===== config.mk =====
export PLATFORM = sky130hd
export DESIGN_NAME = fetch_ctrl
export DESIGN_NICKNAME = d
export VERILOG_FILES = /design/src/rtl/pipe_pkg.sv /design/src/rtl/fetch_skid_buf.sv /design/src/rtl/fetch_ctrl.sv
export SDC_FILE = /design/constraint.sdc
export NUM_CORES = 1
export LEC_CHECK = 0
export CAP_MARGIN = 10
export CORE_ASPECT_RATIO = 1.75
export CORE_MARGIN = 2
export CORE_UTILIZATION = 35
export CTS_CLUSTER_DIAMETER = 60
export DETAILED_ROUTE_END_ITERATION = 10
export MAX_ROUTING_LAYER = met4
export PLACE_DENSITY = 0.76
export SYNTH_ARGS = -nofsm -noshare
export SYNTH_HDL_FRONTEND = slang
export SYNTH_SLANG_ARGS = --single-unit

===== constraint.sdc =====
create_clock -name clk -period 2.2 [get_ports clk]
set_input_delay 0.44 -clock clk [delete_from_list [all_inputs] [get_ports clk]]
set_output_delay 0.44 -clock clk [all_outputs]
set_load 0.01 [all_outputs]

===== src/rtl/pipe_pkg.sv =====
// Shared pipeline types and constants: fetch FSM states, NOP encoding,
// sequential PC step and the IF/ID payload struct.
package pipe_pkg;

    localparam int unsigned PIPE_XLEN = 32;
    localparam logic [31:0] NOP_INSTR = 32'h0000_0013;
    localparam logic [31:0] PC_STEP   = 32'd4;

    typedef enum logic [1:0] {
        StIdle,
        StFetch,
        StWait,
        StHold
    } fetch_state_e;

    typedef struct packed {
        logic                 valid;
        logic [PIPE_XLEN-1:0] pc;
        logic [31:0]          instr;
    } if_id_t;

endpackage


===== src/rtl/fetch_skid_buf.sv =====
// One-entry {pc, instr} holding buffer used while decode back-pressures a
// returning fetch response.
module fetch_skid_buf #(
    parameter int unsigned XLEN = 32
) (
    input  logic            clk,
    input  logic            rst,
    input  logic            load,
    input  logic [XLEN-1:0] load_pc,
    input  logic [31:0]     load_instr,
    input  logic            unload,
    input  logic            clear,
    output logic            valid,
    output logic [XLEN-1:0] pc,
    output logic [31:0]     instr
);

    logic            valid_q;
    logic [XLEN-1:0] pc_q;
    logic [31:0]     instr_q;

    always_ff @(posedge clk) begin
        if (rst) begin
            valid_q <= 1'b0;
            pc_q    <= '0;
            instr_q <= '0;
        end else if (clear || unload) begin
            valid_q <= 1'b0;
        end else if (load) begin
            valid_q <= 1'b1;
            pc_q    <= load_pc;
            instr_q <= load_instr;
        end
    end

    assign valid = valid_q;
    assign pc    = pc_q;
    assign instr = instr_q;

endmodule


===== src/rtl/fetch_ctrl.sv =====
// Instruction-fetch control: single-outstanding imem requests, IF/ID payload with
// skid buffer, redirect flush. Optional FETCH_PERF_CNT_EN adds perf counters.
module fetch_ctrl
    import pipe_pkg::*;
#(
    parameter int unsigned     XLEN      = 32,
    parameter logic [XLEN-1:0] PC_STEP   = pipe_pkg::PC_STEP,
    parameter logic [31:0]     NOP_INSTR = pipe_pkg::NOP_INSTR
) (
    input  logic            clk,
    input  logic            rst,
    input  logic [XLEN-1:0] pc_q,
    output logic [XLEN-1:0] pc_d,
    output logic            pc_hold,
    output logic            imem_req,
    output logic [XLEN-1:0] imem_addr,
    input  logic            imem_gnt,
    input  logic            imem_rvalid,
    input  logic [31:0]     imem_rdata,
    input  logic            redirect_valid,
    input  logic [XLEN-1:0] redirect_pc,
    input  logic            id_stall,
    output logic            if_valid,
    output logic [XLEN-1:0] if_pc,
    output logic [31:0]     if_instr
`ifdef FETCH_PERF_CNT_EN
    ,
    output logic [31:0]     perf_fetch_cnt,
    output logic [31:0]     perf_flush_cnt,
    output logic [31:0]     perf_stall_cnt
`endif
);

    fetch_state_e    state_q, state_d;
    if_id_t          if_q, if_d;
    logic            drop_q, drop_d;
    logic [XLEN-1:0] req_pc_q, req_pc_d;
    logic            redirect_act;
    logic            skid_load, skid_unload, skid_clear;
    logic            skid_valid;
    logic [XLEN-1:0] skid_pc;
    logic [31:0]     skid_instr;

    // Redirects are meaningless before the first fetch, so IDLE ignores them.
    assign redirect_act = redirect_valid && (state_q != StIdle) && !rst;

    fetch_skid_buf #(
        .XLEN(XLEN)
    ) u_skid (
        .clk       (clk),
        .rst       (rst),
        .load      (skid_load),
        .load_pc   (req_pc_q),
        .load_instr(imem_rdata),
        .unload    (skid_unload),
        .clear     (skid_clear),
        .valid     (skid_valid),
        .pc        (skid_pc),
        .instr     (skid_instr)
    );

    always_comb begin
        state_d     = state_q;
        if_d        = if_q;
        drop_d      = drop_q;
        req_pc_d    = req_pc_q;
        skid_load   = 1'b0;
        skid_unload = 1'b0;
        skid_clear  = 1'b0;
        imem_req    = 1'b0;
        pc_hold     = 1'b1;
        pc_d        = pc_q;

        if (if_q.valid && !id_stall) begin
            if_d.valid = 1'b0;
            if_d.instr = NOP_INSTR;
        end

        case (state_q)
            StIdle: state_d = StFetch;
            StFetch: begin
                imem_req = 1'b1;
                if (imem_gnt) begin
                    pc_hold  = 1'b0;
                    pc_d     = pc_q + PC_STEP;
                    req_pc_d = pc_q;
                    state_d  = StWait;
                end
            end
            StWait: begin
                if (imem_rvalid) begin
                    state_d = StFetch;
                    if (drop_q) begin
                        drop_d = 1'b0;
                    end else if (!if_q.valid || !id_stall) begin
                        if_d.valid = 1'b1;
                        if_d.pc    = req_pc_q;
                        if_d.instr = imem_rdata;
                    end else begin
                        skid_load = 1'b1;
                        state_d   = StHold;
                    end
                end
            end
            StHold: begin
                if (!id_stall && skid_valid) begin
                    if_d.valid  = 1'b1;
                    if_d.pc     = skid_pc;
                    if_d.instr  = skid_instr;
                    skid_unload = 1'b1;
                    state_d     = StFetch;
                end
            end
            default: state_d = StIdle;
        endcase

        if (redirect_act) begin
            imem_req   = 1'b0;
            pc_hold    = 1'b0;
            pc_d       = redirect_pc;
            req_pc_d   = req_pc_q;
            if_d.valid = 1'b0;
            if_d.instr = NOP_INSTR;
            skid_load  = 1'b0;
            skid_unload = 1'b0;
            skid_clear = 1'b1;
            // A response still in flight must be swallowed when it arrives.
            if (state_q == StWait && !imem_rvalid) begin
                drop_d  = 1'b1;
                state_d = StWait;
            end else begin
                drop_d  = 1'b0;
                state_d = StFetch;
            end
        end

        if (rst) begin
            imem_req = 1'b0;
            pc_hold  = 1'b1;
            pc_d     = pc_q;
        end
    end

    always_ff @(posedge clk) begin
        if (rst) begin
            state_q    <= StIdle;
            if_q.valid <= 1'b0;
            if_q.pc    <= '0;
            if_q.instr <= NOP_INSTR;
            drop_q     <= 1'b0;
            req_pc_q   <= '0;
        end else begin
            state_q  <= state_d;
            if_q     <= if_d;
            drop_q   <= drop_d;
            req_pc_q <= req_pc_d;
        end
    end

    assign imem_addr = pc_q;
    assign if_valid  = if_q.valid;
    assign if_pc     = if_q.pc;
    assign if_instr  = if_q.instr;

`ifdef FETCH_PERF_CNT_EN
    logic fetch_grant;
    assign fetch_grant = imem_req && imem_gnt;

    always_ff @(posedge clk) begin
        if (rst) begin
            perf_fetch_cnt <= '0;
            perf_flush_cnt <= '0;
            perf_stall_cnt <= '0;
        end else begin
            if (fetch_grant) perf_fetch_cnt <= perf_fetch_cnt + 32'd1;
            if (redirect_act) perf_flush_cnt <= perf_flush_cnt + 32'd1;
            if (if_q.valid && id_stall) perf_stall_cnt <= perf_stall_cnt + 32'd1;
        end
    end
`endif

endmodule


## After elaboration in Yosys (flattened, before gate mapping)

Cells that the tools add are included.

| word-level totals | value |
|---|---|
| register bits | 165 |
| bits in latches | 0 |
| memories kept | 0 |
| input bits | 102 |
| memory bits (read-only) | 0 |
| bits in writable memories | 0 |
| logic and storage cells | 84 |
| output and inout port bits | 131 |

| cells by class | value |
|---|---|
| $add $sub $neg | 1 |
| eq/ne operators | 10 |
| reduce and logical (&&, ||, !) cells | 23 |
| multipliers | 0 |
| $lt $le $gt $ge | 0 |
| multiplexer cells | 39 |
| shift-type cells | 0 |
| div/mod/pow operators | 0 |
| bitwise logic cells | 2 |

Operators with widths:

| cell | number |
|---|---|
| 65-bit 2-to-1 mux | 4 |
| 32-bit 2-to-1 mux | 5 |
| 65-bit one-hot mux with 2 select lines | 1 |
| 32-bit by 3-bit adder with 32-bit output (second input constant) | 1 |
| 1-bit 2-to-1 mux | 21 |
| 2-bit 2-to-1 mux | 7 |
| 3-bit inequality test (second input constant) | 3 |
| 2-bit inequality test (second input constant) | 4 |
| 2-bit one-hot mux with 4 select lines | 1 |
| 2-bit nonzero test | 4 |
| 3-bit AND reduction | 2 |
| 1-bit logical AND | 5 |
| 5-bit AND reduction | 1 |
| 2-bit equality test (second input constant) | 2 |
| 1-bit zero test | 4 |
| 2-bit AND reduction | 2 |
| 2-bit OR reduction | 2 |
| 2-bit by 1-bit equality test with 1-bit output (second input constant) | 1 |
| 2-bit zero test | 1 |
| 1-bit logical OR | 2 |
| 1-bit NOT | 2 |

## Longest topological paths before layout

Gate-level depths: netlist (run 1).

| depth | value |
|---|---|
| word-level depth | 8 |
| depth in mapped cells | 9 |
| mapped depth without buffers | 7 |

## Modules after synthesis

Synthesis (run 1) repeated with hierarchy kept, for this count alone.

| unflattened totals | value |
|---|---|
| cells, all modules | 1,011 |
| area, all modules | 8,624.5 um^2 |

Modules (own cells, without submodules):

| module | seq. area each (um^2) | area each (um^2) | instances | cells an instance |
|---|---|---|---|---|
| fetch_ctrl | 2,001.9 | 5,672.9 | 1 | 730 |
| fetch_skid_buf | 1,301.2 | 2,951.6 | 1 | 281 |

## Worst setup path after synthesis (run 1)

Ideal clock, no wire load.

| timing | value |
|---|---|
| path kind | register to output |
| start point | register state_q[1] |
| end point | output port pc_d[28] |
| data arrival time | 1.834 ns |
| path slack | -0.074 ns |
| data required time | 1.760 ns |
| stages on the path, launching flop included | 10 |
| path buffers | 2 |
| cell sequence | dfxtp_1 -> inv_1 -> ha_1 -> clkbuf_2 -> nand3_4 -> nor4_4 -> buf_6 -> nand4_1 -> a21oi_1 -> a2bb2oi_1 |

| on the way | value |
|---|---|
| longest elaborated chain between the ends | 5 |
| elaborated cells on any way between the ends | 7 |
| classes of those cells | 1 x eq/ne; 3 x mux; 3 x reduce/logical |

Ends and longest elaborated chain:

| what | RTL line | RTL |
|---|---|---|
| start, declared | fetch_ctrl.sv:34 | `fetch_state_e state_q, state_d;` |
| start signal, assigned | fetch_ctrl.sv:146 | `state_q <= StIdle;` |
| start signal, assigned | fetch_ctrl.sv:153 | `state_q <= state_d;` |
| 2-bit nonzero test | fetch_ctrl.sv:45 | `assign redirect_act = redirect_valid && (state_q != StIdle) && !rst;` |
| 1-bit logical AND (2 in series) | fetch_ctrl.sv:45 |  |
| 32-bit 2-to-1 mux * | fetch_ctrl.sv:117 | `if (redirect_act) begin` |
| 32-bit 2-to-1 mux * | fetch_ctrl.sv:137 | `if (rst) begin` |
| end, declared | fetch_ctrl.sv:13 | `output logic [XLEN-1:0] pc_d,` |

Every way passes the cells marked *; elsewhere a longest branch is shown, timed or not.

## Worst setup path in the final report (run 1)

| timing | value |
|---|---|
| start point | input port pc_q[5] |
| end point | output port pc_d[24] |

| on the way | value |
|---|---|
| longest elaborated chain between the ends | 5 |

Ends and longest elaborated chain:

| what | RTL line | RTL |
|---|---|---|
| start, declared | fetch_ctrl.sv:12 | `input logic [XLEN-1:0] pc_q,` |
| 32-bit by 3-bit adder with 32-bit output | fetch_ctrl.sv:85 | `pc_d = pc_q + PC_STEP;` |
| 32-bit 2-to-1 mux | fetch_ctrl.sv:83 | `if (imem_gnt) begin` |
| 32-bit 2-to-1 mux | fetch_ctrl.sv:79 | `case (state_q)` |
| 32-bit 2-to-1 mux | fetch_ctrl.sv:117 |  |
| 32-bit 2-to-1 mux | fetch_ctrl.sv:137 |  |

No other way between the ends.

==> metrics.md, run 1 <==
| Metric | Value |
|---|---|
| Number of global-route vias before repair | `8229` |
| Post-synth EDFFs | `0` |
| Post-Synth Simple-Gate Area | `23.8%` |
| Critical path class | `in2out` |
| Post-layout minimum cycle time | `2.78 ns` |
| Yosys top cell area share | `42.8%` |
| Setup ws final | `-0.580 ns` |
| CP Capture Type | `output pin` |
| Period utilisation layout | `126%` |
| Initial antenna violation count | `0` |
| Gr usage total | `24.9%` |
| Hold WS | `0.390 ns` |
| CTS H-tree lvls | `4` |
| Sequential element share of the synthesized area | `42.8%` |
| CP Capture Point | `pc_d[24]` |
| Top cells by area, synth | `dfxtp_1 43%, nand2_1 11%, a21oi_1 10%, buf_4 4.1%, a221oi_1 4.0%` |
| I/O pins | `233` |
| Slew Limit Fails | `0` |
| Synth Instances | `1007` |
| Syn_area_per_cell | `7.67 um^2` |
| Final hold violations | `0` |
| Synthesis-stage register bit count | `165` |
| Cell Area, Placed | `0.0108 mm^2` |
| Final wirelength | `31.0 mm` |
| Mapped Nets | `1114` |
| Die width | `116 um` |
| Hold crit path type | `in2reg` |
| Via density | `5.43` |
| Comb power frac | `37.1%` |
| DR iter-0 viols | `592` |
| Core area | `0.0216 mm^2` |
| Adder-Cell Fraction of Synth Area | `0.810%` |
| Core Rows | `71` |
| Hpwl dp | `17.7 mm` |
| Run status | `finished, violations left` |
| Via count | `8838` |
| Worst Skew | `0.0103 ns` |
| Final setup vio count | `152` |
| RSZ-0062 raised after global routing | `yes` |
| FF-to-FF End | `u_skid.pc[18]$_SDFFE_PP0P_` |
| R2R depth | `15` |
| CTS buffer count | `17` |
| Max-Cap Viols | `0` |
| Clk pwr share | `27.9%` |
| First-pass GRT wire length | `44.4 mm` |
| Clk_lat worst skew | `0.42 ns` |
| Final nets | `1430` |
| Final ANT Viol Nets | `0` |
| Critical path peak fanout | `5` |
| Clk root buf | `clkbuf_16` |
| Post-synth cell types | `52` |
| Post-Route Setup TNS | `-37.56 ns` |
| GR Overflow Total | `0` |
| Fmax | `360 MHz` |
| Peak supply drop | `545 uV` |
| Biggest area consumer among synthesized cells | `dfxtp_1` |
| Yosys warns | `0` |
| Post-Synth XOR/XNOR Area | `0.113%` |
| Ant diodes | `0` |
| Area Overhead vs Synth | `70.8%` |
| Critical path startpoint | `pc_q[5]` |
| WL per Instance | `19.0 um` |
| Switching power | `3.21 mW` |
| Largest net degree at the start of global routing | `99` |
| Fraction of registers with async set/reset | `0%` |
| Critical path data required time | `1.76 ns` |
| Largest family of logic cells by synthesized area | `compound AO/OA/AOI/OAI gates` |
| Startpoint types | `input port` |
| Last weighted congestion value of the routability-driven placer | `0.827` |
| Die height | `200 um` |
| Fin cells | `1628` |
| Most used flip-flop cell after synthesis | `dfxtp_1` |
| Number of port buffers | `232` |
| P per Cell Area | `741 mW/mm^2` |
| Reg clk slew, reported paths | `0.07 ns` |
| Int Pwr | `6.57 mW` |
| Sink Count | `165` |
| Net Sw Frac | `32.8%` |
| Relative slew slack | `22.4%` |
| Failing checks | `setup timing` |
| Post-synthesis cell area | `0.00772 mm^2` |
| Fin area | `0.0132 mm^2` |
| Layout cells sized above 1 | `32.1%` |
| Placed Cells | `1523` |
| Multiplexer share of the synthesized area | `0%` |
| CTS tree | `done` |
| Post-synthesis compound-gate area fraction | `23.8%` |
| Initial Utilization | `35.8%` |
| # fillers | `1762` |
| Worst slew pin tran | `1.16 ns` |
| Flop2flop setup slack | `-0.33 ns` |
| Clk buf depth | `2` |
| DRC viols | `0` |
| DRT Pass-1 Iters | `6` |
| Leakage power | `4.86 nW` |
| Die area | `0.0233 mm^2` |
| CP Data Arrival Time | `2.34 ns` |
| Register share of total power | `35.0%` |
| Reg-to-reg startpoint | `state_q[1]$_SDFFE_PP0P_` |
-- worst max-delay path, cell delays in order --
cell and delay (ns):
dlygate4sd2_1 0.36, nand2_2 0.17, nor4_4 0.34, buf_4 0.19, buf_6 0.10, buf_6 0.09
nand4b_1 0.15, a21oi_2 0.19, a2bb2oi_1 0.16, buf_2 0.16
-- power groups by stage --
stage / Sequential, mW / Combinational, mW / Clock (mW)
floorplan: 3.53 / 1.29 / 0
global placement: 3.46 / 2.76 / 0
detailed placement: 3.48 / 2.79 / 0
CTS: 3.42 / 3.23 / 2.74
global route: 3.45 / 3.84 / 2.89
finish: 3.42 / 3.63 / 2.73
-- worst min path at each step --
stage | start | endpoint | slack, ns | cells after the start
after floorplan | u_skid.instr[10]$_SDFFE_PP0P_ | u_skid.instr[10]$_SDFFE_PP0P_ | 0.44 | 2
after global placement | u_skid.pc[17]$_SDFFE_PP0P_ | u_skid.pc[17]$_SDFFE_PP0P_ | 0.44 | 2
after detailed placement | u_skid.instr[30]$_SDFFE_PP0P_ | u_skid.instr[30]$_SDFFE_PP0P_ | 0.45 | 2
after CTS | rst | req_pc_q[25]$_SDFFE_PP0P_ | 0.39 | 3
after global routing | rst | req_pc_q[24]$_SDFFE_PP0P_ | 0.40 | 3
final | rst | req_pc_q[24]$_SDFFE_PP0P_ | 0.39 | 3
-- placed cells by master (no fill, tap or decap), types with 6 or more instances in the layout --
| cell | n |
|---|---|
| a21oi_1 | 113 |
| a21oi_2 | 43 |
| a221oi_1 | 35 |
| a22oi_1 | 32 |
| buf_12 | 19 |
| buf_16 | 14 |
| buf_2 | 30 |
| buf_4 | 99 |
| buf_6 | 47 |
| clkbuf_16 | 24 |
| clkdlybuf4s50_1 | 182 |
| dfxtp_1 | 163 |
| dlymetal6s2s_1 | 11 |
| nand2_1 | 163 |
| nand2_2 | 49 |
| nand2_4 | 14 |
| nand3_1 | 36 |
| nand3_2 | 6 |
| nand4_1 | 10 |
| nor2_1 | 55 |
| nor2_4 | 9 |
| nor3_1 | 33 |
| o21ai_0 | 8 |
| o21ai_1 | 8 |
| o22a_1 | 14 |
-- cell type report --
cell class	count	area, um^2	share of cell area (%)
Clock buffer	18	429	3.25
Clock inverter	14	103	0.778
Inverter	8	30.0	0.228
Multi-Input combinational cell	715	4560	34.5
Sequential cell	165	3310	25.1
Tap cell	292	365	2.77
Timing Repair Buffer	416	4400	33.4
-- routing by layer --
| layer | vias up | share of wire [%] | GRT usage [%] |
|---|---|---|---|
| li1 | 4162 | - | - |
| met1 | 4182 | 36 | 27.0 |
| met2 | 402 | 54 | 44.5 |
| met3 | 92 | 5.2 | 2.99 |
| met4 | 0 | 4.9 | 11.2 |
| met5 | - | 0 | - |
-- through the flow --
step,util [%],power [mW],worst slack (ns)
floorplan,-,4.82,0.0236
global placement,50.0,6.22,-1.02
detailed placement,50.0,6.27,-1.04
CTS,57.2,9.39,-0.704
global route,61.1,10.2,-0.625
finish,61.1,9.78,-0.580
-- logic make-up (layout without fill, tap and decap cells) --
| group | Yosys count | count (layout) |
|---|---|---|
| adder cells (fa/ha/maj) | 5 | 5 |
| XOR/XNOR | 1 | 1 |
| buffers and inverters | 127 | 456 |
| AO/OA/AOI/OAI | 295 | 295 |
| flip-flops | 165 | 165 |
| AND/OR/NAND/NOR | 414 | 414 |
-- cells in the mapped netlist (16+ instances only) --
master,count
nand2_1,224
dfxtp_1,165
a21oi_1,160
nor2_1,69
clkbuf_1,48
nand3_1,45
buf_4,42
a221oi_1,35
a22oi_1,33
nor3_1,33
buf_2,19
o21ai_0,16
-- flip-flops by register name, summed over array words and instances, names as in the netlist --
| register | count |
|---|---|
| u_skid.instr | 32 |
| u_skid.valid | 1 |
| state_q | 2 |
| drop_q | 1 |
| if_valid | 1 |
| if_pc | 32 |
| u_skid.pc | 32 |
| req_pc_q | 32 |
| if_instr | 32 |
-- timing repair --
| action | 4_1_cts | 5_1_grt |
|---|---|---|
| buffers inserted | 35 | 22 |
| gates cloned | 16 | 9 |
| hold buffers | 0 | 0 |
| resized for setup | 295 | 152 |
| pin swaps | 69 | 53 |
| endpoints found under the setup margin | 99 | 131 |
No activity file was read; power rests on OpenSTA's default activity.
==> inputs of run 2 (changes only) <==
--- a/config.mk
+++ b/config.mk
@@ -6,11 +6,12 @@
 export NUM_CORES = 1
 export LEC_CHECK = 0
 export CAP_MARGIN = 10
-export CORE_ASPECT_RATIO = 1.75
+export CORE_ASPECT_RATIO = 1.4
 export CORE_MARGIN = 2
 export CORE_UTILIZATION = 35
 export CTS_CLUSTER_DIAMETER = 60
 export DETAILED_ROUTE_END_ITERATION = 10
+export GPL_ROUTABILITY_DRIVEN = 0
 export MAX_ROUTING_LAYER = met4
 export PLACE_DENSITY = 0.76
 export SYNTH_ARGS = -nofsm -noshare
==> metrics.md, run 2 (synthesized netlist as in run 1, its figures left out) <==
| Metric | Value |
|---|---|
| Net Sw Frac | `32.4% (-0.43 points)` |
| Hold crit path type | `reg2reg` |
| Layout cells sized above 1 | `40.2% (+8.1 points)` |
| Worst slew pin tran | `0.745 ns (-0.418 ns)` |
| Worst Skew | `0.0118 ns (+0.00142 ns)` |
| Setup ws final | `-0.644 ns (-0.0637 ns)` |
| Reg-to-reg startpoint | `state_q[1]$_SDFFE_PP0P_` |
| Critical path data required time | `1.76 ns (about the same)` |
| Failing checks | `setup timing` |
| First-pass GRT wire length | `41.2 mm (-7.2%)` |
| Number of port buffers | `232 (unchanged)` |
| Reg clk slew, reported paths | `0.07 ns (about the same)` |
| Slew Limit Fails | `0 (unchanged)` |
| Most common cell after layout, fill and taps aside | `clkdlybuf4s50_1` |
| CTS H-tree lvls | `4 (unchanged)` |
| # fillers | `1704 (-3.3%)` |
| DR iter-0 viols | `495 (-16%)` |
| P per Cell Area | `726 mW/mm^2 (-2.0%)` |
| Relative slew slack | `50.3% (+28 points)` |
| Gr usage total | `22.7% (-2.3 points)` |
| R2R depth | `16 (+1)` |
| CP Capture Type | `output pin` |
| Final setup vio count | `122 (-20%)` |
| CTS tree | `done` |
| Critical path's most frequent cell | `buf_6` |
| Hold path startpoint | `u_skid.pc[10]$_SDFFE_PP0P_` |
| DRC viols | `0 (unchanged)` |
| Flop2flop setup slack | `-0.14 ns (+0.19 ns)` |
| Final hold violations | `0 (unchanged)` |
| Register share of total power | `33.7% (-1.3 points)` |
| Hold WS | `0.456 ns (+0.0660 ns)` |
| Critical path class | `reg2out` |
| Die height | `180 um (-10%)` |
| Hold Buf Count CTS | `0 (unchanged)` |
| Max-Cap Viols | `0 (unchanged)` |
| WL per Instance | `19.6 um (+2.9%)` |
| Worst Hold Depth | `2 (-1)` |
| Hpwl dp | `18.1 mm (+2.1%)` |
| Period utilisation layout | `129% (+2.9 points)` |
| Startpoint types | `flip-flop` |
| I/O pins | `233 (unchanged)` |
| CP Data Arrival Time | `2.40 ns (+0.06 ns)` |
| FF-to-FF End | `u_skid.instr[3]$_SDFFE_PP0P_` |
| Leakage power | `5.42 nW (+11%)` |
| Post-layout minimum cycle time | `2.84 ns (+0.0637 ns)` |
| Die width | `130 um (+11%)` |
| Final nets | `1445 (+1.0%)` |
| Peak supply drop | `592 uV (+8.7%)` |
| Sink Count | `165 (unchanged)` |
| Final wirelength | `32.2 mm (+4.1%)` |
| Largest net degree at the start of global routing | `114 (+15%)` |
| Critical path peak fanout | `4 (-1)` |
| Via count | `9027 (+2.1%)` |
| CTS buffer count | `17 (unchanged)` |
| RSZ-0062 raised after global routing | `yes` |
| Area Overhead vs Synth | `81.9%` |
| GR Overflow Total | `0 (unchanged)` |
| Clk root buf | `clkbuf_16` |
| Clk_lat worst skew | `0.42 ns (about the same)` |
| Worst Hold End | `u_skid.pc[10]$_SDFFE_PP0P_` |
| Number of global-route vias before repair | `8011 (-2.6%)` |
| Ant diodes | `0 (unchanged)` |
| Clk buf depth | `2 (unchanged)` |
| Initial Utilization | `35.4% (-0.32 points)` |
| Fmax | `352 MHz (-2.2%)` |
| Int Pwr | `6.90 mW (+5.0%)` |
| Initial antenna violation count | `0 (unchanged)` |
| Final ANT Viol Nets | `0 (unchanged)` |
| Most frequent cells in the layout | `187 x clkdlybuf4s50_1, 163 x dfxtp_1, 125 x nand2_1` |
| Comb power frac | `37.3% (+0.2 points)` |
| Core Rows | `64 (-9.9%)` |
| Die area | `0.0233 mm^2 (-0.13%)` |
| Via density | `5.48 (+1.0%)` |
| Critical path's slowest cell | `dfxtp_2` |
| Core Util, Final | `64.5% (+3.4 points)` |
| Core area | `0.0218 mm^2 (+0.90%)` |
| Switching power | `3.30 mW (+3.0%)` |
| Slowest stage delay, CP | `0.32 ns (-0.04 ns)` |
| Clk pwr share | `29.0% (+1.1 points)` |
| Run status | `finished, violations left` |
| DRT Pass-1 Iters | `7 (+1)` |
| CP Cell Sequence | `inv_2 -> ha_4 -> buf_6 -> nand3_4 -> nor4_4 -> buf_4 -> buf_6 -> nand4b_1 -> a21oi_2 -> a2bb2oi_2 -> buf_2` |
[run 2: cell count changes in the layout (fill, tap and decap cells not counted), moves of 4 or more]
cell,change
a21oi_1,-57
nand2_1,-38
clkinv_2,-4
buf_12,+6
nand2_4,+59
nand2_2,-21
buf_16,-10
clkdlybuf4s50_1,+5
a21oi_2,+60
clkbuf_16,+12
dlymetal6s2s_1,-5
[run 2: area by class of cell]
class | count | area (um^2) | share of cell area, %
clock buffers | 17 | 425 | 3.03
repair buffers | 430 | 4600 | 32.7
well taps | 297 | 372 | 2.65
clock inverters | 13 | 150 | 1.07
flip-flops and latches | 165 | 3310 | 23.5
inverters | 8 | 30.0 | 0.214
multi-input cells | 716 | 5160 | 36.8
[run 2: routing by layer]
layer  up-vias  share of wire, %  track usage [%]
met5         -                 0                -
met4         0               4.9             10.6
met3       109               5.3             3.78
met2       411                52             38.4
met1      4312                37             25.8
li1       4195                 -                -
[run 2: worst max-delay path by stage]
stage                     endpoint  slack (ns)                     from
after detailed placement  pc_d[25]       -1.02                 imem_gnt
after floorplan           pc_d[15]        0.02  state_q[1]$_SDFFE_PP0P_
after global routing      pc_d[24]       -0.72  state_q[1]$_SDFFE_PP0P_
after CTS                 pc_d[28]       -0.63  state_q[1]$_SDFFE_PP0P_
final                     pc_d[24]       -0.64  state_q[1]$_SDFFE_PP0P_
after global placement    pc_d[25]        -1.0                 imem_gnt
[run 2: metrics by stage]
stage,TNS (ns),total power [mW],setup WS [ns],instance area (um^2),instances
after global placement,-39.92,6.25,-0.997,10900,1534
final,-20.34,10.2,-0.644,14000,1646
after floorplan,0,4.82,0.0236,7750,1007
after global routing,-30.32,10.6,-0.716,14000,1646
after detailed placement,-44.57,6.30,-1.02,10900,1534
after CTS,-15.55,9.58,-0.631,12000,1599
[run 2: what timing repair did]
action / CTS / global route
gates cloned: 5 / 29
setup buffers: 31 / 26
setup endpoints to repair: 34 / 138
gates resized for setup: 243 / 357
pin swaps: 56 / 193
[run 2: critical path: cells and delay by family (launching register included)]
family                     cells  cell delay (ns)
buffers and inverters          5             0.63
and+or+nand+nor                3             0.53
AOI/OAI and AO/OA              2             0.34
DFF                            1             0.32
adders and majority gates      1             0.16
[run 2: power groups by stage]
stage	logic, mW	registers (mW)	clock network (mW)
2_1_floorplan	1.29	3.53	0
5_1_grt	4.03	3.47	3.11
6_report	3.80	3.44	2.96
3_5_place_dp	2.82	3.48	0
3_3_place_gp	2.79	3.46	0
4_1_cts	3.19	3.42	2.97
